## src/rtl/gbus_ap_arbiter_if.sv

```systemverilog
// Generic-bus request/response bundle shared by the core, debug and slave sides of the
// AHB-AP arbiter. The master drives the request; the slave returns rdata/busy.
interface gbus_ap_arbiter_if;
  logic        ren;
  logic        wen;
  logic [31:0] addr;
  logic [31:0] wdata;
  logic [3:0]  byte_en;
  logic [31:0] rdata;
  logic        busy;

  modport master (output ren, wen, addr, wdata, byte_en, input rdata, busy);
  modport slave  (input ren, wen, addr, wdata, byte_en, output rdata, busy);
endinterface

```

## src/rtl/gbus_ap_arbiter.sv

```systemverilog
// Two-master generic-bus arbiter (core vs JTAG AHB-AP) with fairness-bounded debug priority
// and burst lock. Define GBUS_ARB_TIMEOUT_EN to add the stuck-slave timeout.
module gbus_ap_arbiter #(
  parameter int unsigned MAX_DBG_RUN = 4
`ifdef GBUS_ARB_TIMEOUT_EN
  ,
  parameter int unsigned TIMEOUT_CYCLES = 255
`endif
) (
  input  logic              AFT_CLK,
  input  logic              nRST,
  gbus_ap_arbiter_if.slave  core,
  gbus_ap_arbiter_if.slave  dbg,
  gbus_ap_arbiter_if.master slv,
  input  logic              dbg_lock,
  output logic              grant_dbg,
  output logic              timeout_err,
  input  logic              err_clr
);

  localparam int unsigned RunW = $clog2(MAX_DBG_RUN + 1);
  localparam logic [31:0] TmoRdata = 32'hBAD0_BAD0;

  typedef enum logic [1:0] {StIdle, StGntCore, StGntDbg} state_e;

  state_e          state_q, state_d, arb_state;
  logic [RunW-1:0] run_cnt_q, run_cnt_d;

  logic        core_req, dbg_req, dbg_wins;
  logic        own_ren, own_wen, own_req, own_busy;
  logic [31:0] own_addr, own_wdata, own_rdata;
  logic [3:0]  own_be;
  logic        slv_ren, slv_wen, cpl, tmo, done;

  assign core_req = core.ren | core.wen;
  assign dbg_req  = dbg.ren | dbg.wen;

  always_comb begin
    own_ren   = 1'b0;
    own_wen   = 1'b0;
    own_addr  = '0;
    own_wdata = '0;
    own_be    = '0;
    case (state_q)
      StGntCore: begin
        own_ren   = core.ren;
        own_wen   = core.wen;
        own_addr  = core.addr;
        own_wdata = core.wdata;
        own_be    = core.byte_en;
      end
      StGntDbg: begin
        own_ren   = dbg.ren;
        own_wen   = dbg.wen;
        own_addr  = dbg.addr;
        own_wdata = dbg.wdata;
        own_be    = dbg.byte_en;
      end
      default: ;
    endcase
  end

  // A simultaneous ren&wen is treated as a write.
  assign own_req = own_ren | own_wen;
  assign slv_wen = own_wen & ~tmo;
  assign slv_ren = own_ren & ~own_wen & ~tmo;
  assign cpl     = (slv_ren | slv_wen) & ~slv.busy;
  assign done    = cpl | tmo;

  assign slv.ren     = slv_ren;
  assign slv.wen     = slv_wen;
  assign slv.addr    = own_addr;
  assign slv.wdata   = own_wdata;
  assign slv.byte_en = own_be;

  assign own_busy  = tmo ? 1'b0 : slv.busy;
  assign own_rdata = tmo ? TmoRdata : slv.rdata;

  assign core.busy  = (state_q == StGntCore) ? own_busy : 1'b1;
  assign core.rdata = (state_q == StGntCore) ? own_rdata : '0;
  assign dbg.busy   = (state_q == StGntDbg) ? own_busy : 1'b1;
  assign dbg.rdata  = (state_q == StGntDbg) ? own_rdata : '0;
  assign grant_dbg  = (state_q == StGntDbg);

  always_comb begin
    run_cnt_d = run_cnt_q;
    if (!core_req || (state_q == StGntCore && done)) begin
      run_cnt_d = '0;
    end else if (state_q == StGntDbg && done && !dbg_lock &&
                 run_cnt_q != RunW'(MAX_DBG_RUN)) begin
      run_cnt_d = run_cnt_q + RunW'(1);
    end
  end

  // Arbitrate on the post-completion run count so the limiting grant hands over immediately.
  assign dbg_wins = dbg_req & ~(core_req & (run_cnt_d == RunW'(MAX_DBG_RUN)));

  always_comb begin
    if (dbg_wins) begin
      arb_state = StGntDbg;
    end else if (core_req) begin
      arb_state = StGntCore;
    end else begin
      arb_state = StIdle;
    end
  end

  always_comb begin
    state_d = state_q;
    case (state_q)
      StIdle: state_d = arb_state;
      StGntCore, StGntDbg: begin
        if (!own_req) begin
          state_d = StIdle;
        end else if (done) begin
          state_d = (state_q == StGntDbg && dbg_lock) ? StGntDbg : arb_state;
        end
      end
      default: state_d = StIdle;
    endcase
  end

  always_ff @(posedge AFT_CLK or negedge nRST) begin
    if (!nRST) begin
      state_q   <= StIdle;
      run_cnt_q <= '0;
    end else begin
      state_q   <= state_d;
      run_cnt_q <= run_cnt_d;
    end
  end

`ifdef GBUS_ARB_TIMEOUT_EN
  localparam int unsigned ToW = ($clog2(TIMEOUT_CYCLES + 1) > 8) ?
                                $clog2(TIMEOUT_CYCLES + 1) : 8;

  logic [ToW-1:0] to_cnt_q, to_cnt_d;
  logic           timeout_err_q, timeout_err_d;

  assign tmo = own_req & slv.busy & (to_cnt_q == ToW'(TIMEOUT_CYCLES - 1));

  always_comb begin
    to_cnt_d = to_cnt_q;
    if (done || !own_req || state_d != state_q) begin
      to_cnt_d = '0;
    end else if (slv.busy) begin
      to_cnt_d = to_cnt_q + ToW'(1);
    end
    timeout_err_d = (timeout_err_q & ~err_clr) | tmo;
  end

  always_ff @(posedge AFT_CLK or negedge nRST) begin
    if (!nRST) begin
      to_cnt_q      <= '0;
      timeout_err_q <= 1'b0;
    end else begin
      to_cnt_q      <= to_cnt_d;
      timeout_err_q <= timeout_err_d;
    end
  end

  assign timeout_err = timeout_err_q;
`else
  logic unused_err_clr;
  assign unused_err_clr = err_clr;
  assign tmo            = 1'b0;
  assign timeout_err    = 1'b0;
`endif

endmodule

```

## src/flat_wrapper.sv

```systemverilog
// flat-port wrapper written by rule: the top's interface ports become plain ports
module gbus_ap_arbiter_flat 
#(
  parameter int unsigned MAX_DBG_RUN = 4

)
  (AFT_CLK, nRST, dbg_lock, grant_dbg, timeout_err, err_clr, core_ren, core_wen, core_addr, core_wdata, core_byte_en, core_rdata, core_busy, dbg_ren, dbg_wen, dbg_addr, dbg_wdata, dbg_byte_en, dbg_rdata, dbg_busy, slv_ren, slv_wen, slv_addr, slv_wdata, slv_byte_en, slv_rdata, slv_busy);
  gbus_ap_arbiter_if core_i ();
  gbus_ap_arbiter_if dbg_i ();
  gbus_ap_arbiter_if slv_i ();
  input  logic AFT_CLK;
  input  logic nRST;
  input  logic dbg_lock;
  output logic grant_dbg;
  output logic timeout_err;
  input  logic err_clr;
  input wire logic [$bits(core_i.ren)-1:0] core_ren;
  input wire logic [$bits(core_i.wen)-1:0] core_wen;
  input wire logic [$bits(core_i.addr)-1:0] core_addr;
  input wire logic [$bits(core_i.wdata)-1:0] core_wdata;
  input wire logic [$bits(core_i.byte_en)-1:0] core_byte_en;
  output wire logic [$bits(core_i.rdata)-1:0] core_rdata;
  output wire logic [$bits(core_i.busy)-1:0] core_busy;
  input wire logic [$bits(dbg_i.ren)-1:0] dbg_ren;
  input wire logic [$bits(dbg_i.wen)-1:0] dbg_wen;
  input wire logic [$bits(dbg_i.addr)-1:0] dbg_addr;
  input wire logic [$bits(dbg_i.wdata)-1:0] dbg_wdata;
  input wire logic [$bits(dbg_i.byte_en)-1:0] dbg_byte_en;
  output wire logic [$bits(dbg_i.rdata)-1:0] dbg_rdata;
  output wire logic [$bits(dbg_i.busy)-1:0] dbg_busy;
  output wire logic [$bits(slv_i.ren)-1:0] slv_ren;
  output wire logic [$bits(slv_i.wen)-1:0] slv_wen;
  output wire logic [$bits(slv_i.addr)-1:0] slv_addr;
  output wire logic [$bits(slv_i.wdata)-1:0] slv_wdata;
  output wire logic [$bits(slv_i.byte_en)-1:0] slv_byte_en;
  input wire logic [$bits(slv_i.rdata)-1:0] slv_rdata;
  input wire logic [$bits(slv_i.busy)-1:0] slv_busy;
  assign core_i.ren = core_ren;
  assign core_i.wen = core_wen;
  assign core_i.addr = core_addr;
  assign core_i.wdata = core_wdata;
  assign core_i.byte_en = core_byte_en;
  assign core_rdata = core_i.rdata;
  assign core_busy = core_i.busy;
  assign dbg_i.ren = dbg_ren;
  assign dbg_i.wen = dbg_wen;
  assign dbg_i.addr = dbg_addr;
  assign dbg_i.wdata = dbg_wdata;
  assign dbg_i.byte_en = dbg_byte_en;
  assign dbg_rdata = dbg_i.rdata;
  assign dbg_busy = dbg_i.busy;
  assign slv_ren = slv_i.ren;
  assign slv_wen = slv_i.wen;
  assign slv_addr = slv_i.addr;
  assign slv_wdata = slv_i.wdata;
  assign slv_byte_en = slv_i.byte_en;
  assign slv_i.rdata = slv_rdata;
  assign slv_i.busy = slv_busy;
  gbus_ap_arbiter #(.MAX_DBG_RUN(MAX_DBG_RUN)) u_core (.AFT_CLK(AFT_CLK), .nRST(nRST), .core(core_i), .dbg(dbg_i), .slv(slv_i), .dbg_lock(dbg_lock), .grant_dbg(grant_dbg), .timeout_err(timeout_err), .err_clr(err_clr));
endmodule
```

## config.mk

```make
export PLATFORM = sky130hd
export DESIGN_NAME = gbus_ap_arbiter_flat
export DESIGN_NICKNAME = d
export VERILOG_FILES = /design/src/rtl/gbus_ap_arbiter_if.sv /design/src/rtl/gbus_ap_arbiter.sv /design/src/flat_wrapper.sv
export SDC_FILE = /design/constraint.sdc
export NUM_CORES = 1
export LEC_CHECK = 0
export CORE_AREA = 3 3 122 124
export CTS_BUF_LIST = sky130_fd_sc_hd__clkbuf_4 sky130_fd_sc_hd__clkbuf_8
export DETAILED_ROUTE_END_ITERATION = 16
export DIE_AREA = 0 0 125 127
export GPL_ROUTABILITY_DRIVEN = 0
export PLACE_DENSITY = 0.55
export SYNTH_ARGS = -nofsm -noshare
export SYNTH_HDL_FRONTEND = slang
export SYNTH_SLANG_ARGS = --single-unit
```

## constraint.sdc

```tcl
create_clock -name AFT_CLK -period 2.7 [get_ports AFT_CLK]
set_input_delay 0.405 -clock AFT_CLK [delete_from_list [all_inputs] [get_ports AFT_CLK]]
set_output_delay 0.405 -clock AFT_CLK [all_outputs]
set_load 0.03 [all_outputs]
```

==> qor.txt <==
Run status = finished, final reports clean
Post-Syn Instances = 291
Post-synth EDFFs = 0
Global route overflow = 0
Finished Layout Cells = 765
Highest routed layer = met4
Post-Syn Area = 1969 µm²
Routed metal-1 wirelength = 4.633 mm
Layout Nets = 769
DRC violations left = 0
Proportion of synthesized area in mux cells = 0.005083
Post-layout min period = 2.527 ns
Initial Util = 0.1419
Vias in the first global route = 3358
Clk sink count = 5
Clock Latency Late Sink = 0.22 ns
R2R depth = 7
CTS tree = built
Largest family of logic cells by synthesized area = simple AND/OR/NAND/NOR gates
GRT Total Usage = 0.1380
Adder and majority gate portion of the synthesized area = 0.03812
Core area = 13880 µm²
Synth Area in XOR/XNOR = 0.004447
Placed cell count = 761
IO Pins = 315
Required @ worst endpoint = 2.30 ns
Multi-input gate area = 1707 µm²
Ys Warns = 0
Final Max Slew Viols = 0
Max Cap Viol = 0
H-tree lvl count = 1
Die height = 127 µm
Leak = 2.049 nW
Most numerous cell in the Yosys netlist = nor2b_1
Dpl hpwl = 10.05 mm
Share of layout cells above drive strength 1 = 0.1812
Worst EP arrival = 2.12 ns
Kind of critical path = reg2out
Synth top area share = 0.2630
Synth Area in Simple Gates = 0.4720
Port buffer count = 312
Die Width = 125 µm
VDD IR max = 0.3523 mV
Hold Vio Cnt, Final = 0
Post-synthesis compound-gate area fraction = 0.3361
Final setup vio count = 0
Unique masters post-synth = 33
Syn Nets = 474
Power density over the cells = 812.1 nW/µm²
Total negative slack = 0 ns
Post-CTS Repair Setup Buffers = 0
TritonRoute pass-1 iters = 4
Critical Path Start Type = flop
Ys flop type = dfrtp_1
Final wirelength = 12.19 mm
Vias = 3270
Worst Hold Class = in2async
Synth area leaders = a22oi_1, nor2b_1, and2_1, dfrtp_1, clkbuf_1
CTS buffer count = 3
Commonest cells in the netlist = nor2b_1, a22oi_1, and2_1
WL met2 = 6.609 mm
Layout Skew = 0.0004376 ns
Drt initial violations = 145
Die area = 15880 µm²
Routed length per instance = 15.94 µm
Wire length on met3 = 880 µm
Crit share post-route = 0.9360
FMAX = 0.3957 GHz
Post-DRT Antenna Nets = 0
Register area share after synthesis = 0.06353
RSZ-0062 raised after global routing = no
Yosys top cell by area = a22oi_1
Filler cells = 1441
Area delta synth->final = 166.1%
Root Buffer = clkbuf_8
Initial antenna violation count = 0
Via density = 4.275
Synth async-reset ratio = 1.000
Clock tree buffer depth = 2
Cell Rows = 43
# diodes = 0
FF+latch area = 125.1 µm²
Critical Path Sink Type = output pin
Crit-path max FO = 28
Clock-pin slew on the worst setup and hold paths = 0.04 ns
Largest net degree at the start of global routing = 48
Synth Register Bits = 5
Syn avg cell area = 6.768 µm²
First-pass GRT wire length = 18.23 mm
[power by group]
part / total (W) / switching (W) / internal, W
Sequential: 0.000124 / 0.0000280 / 0.0000956
Clock: 0.000139 / 0.0000398 / 0.0000993
Combinational: 0.00399 / 0.00225 / 0.00174
[metrics by stage]
step / area (µm²) / total power (W) / hold slack (ns) / setup WS [ns] / utilization
after floorplan: 1969 / 0.002490 / 0.1094 / 0.1621 / -
after global placement: 5191 / 0.004122 / 0.6002 / 0.2998 / 0.3740
after detailed placement: 5191 / 0.004143 / 0.6155 / 0.2767 / 0.3740
after CTS: 5238 / 0.004298 / 0.4092 / 0.05539 / 0.3773
after global routing: 5241 / 0.004524 / 0.4166 / 0.007881 / 0.3776
final: 5241 / 0.004257 / 0.4067 / 0.1728 / 0.3776
[layout by cell type (no fill, tap or decap), types with 2 or more instances in the layout]
master / instances
buf_12: 10
and2_1: 64
a211oi_1: 3
nor2b_1: 70
dfrtp_1: 5
clkbuf_8: 3
and3_1: 2
buf_4: 85
a22oi_1: 69
ha_1: 3
o211ai_1: 2
nor2_1: 5
inv_1: 7
clkdlybuf4s50_1: 226
nor3_1: 2
a21oi_1: 3
ha_2: 2
nand2_1: 4
[worst max-delay path, stage by stage (launching register included)]
cell and delay (ns):
dfrtp_1 0.43, inv_1 0.09, ha_2 0.51, buf_6 0.28, buf_4 0.23, nor2b_1 0.17
buf_4 0.18
[logic make-up after synthesis]
logic type / count (synthesis)
AND/OR/NAND/NOR: 152
AO/OA/AOI/OAI: 86
buffers and inverters: 39
adder cells (fa/ha/maj): 6
flip-flops: 5
other: 1
XOR/XNOR: 1
multiplexers: 1
[cell type report]
cell class | instances | area share
well taps | 180 | 0.04297
repair buffers | 322 | 0.5937
clock inverters | 1 | 0.0009549
multi-input cells | 247 | 0.3256
clock buffers | 3 | 0.007878
inverters | 7 | 0.005013
flip-flops and latches | 5 | 0.02387
[per-layer routing]
layer	track usage	up-vias
li1	-	1604
met1	0.1603	1520
met2	0.2689	142
met3	0.03052	4
met4	0.01020	0
met5	0	-
[path summary, 6_finish.rpt]
path                                      from             endpoint  slack [ns]
min reg2reg                u_core.run_cnt_q[0]  u_core.run_cnt_q[0]        0.63
max reg2reg                  u_core.state_q[1]    u_core.state_q[1]        0.26
min                                       nRST  u_core.run_cnt_q[1]        0.41
min in group AFT_CLK       u_core.run_cnt_q[0]  u_core.run_cnt_q[0]        0.63
max                          u_core.state_q[1]         slv_addr[17]        0.17
max in group asynchronous                 nRST  u_core.run_cnt_q[2]        2.10
[sequential cells by signal (all words and copies together) (netlist names)]
| register | cells |
|---|---|
| u_core.run_cnt_q | 3 |
| u_core.state_q | 2 |
[timing repair]
item,4_1_cts,5_1_grt
endpoints found under the hold margin,0,0
hold buffers,0,0
gates resized for setup,0,1
endpoints found under the setup margin,0,31
(Power assumes the default switching activity.)
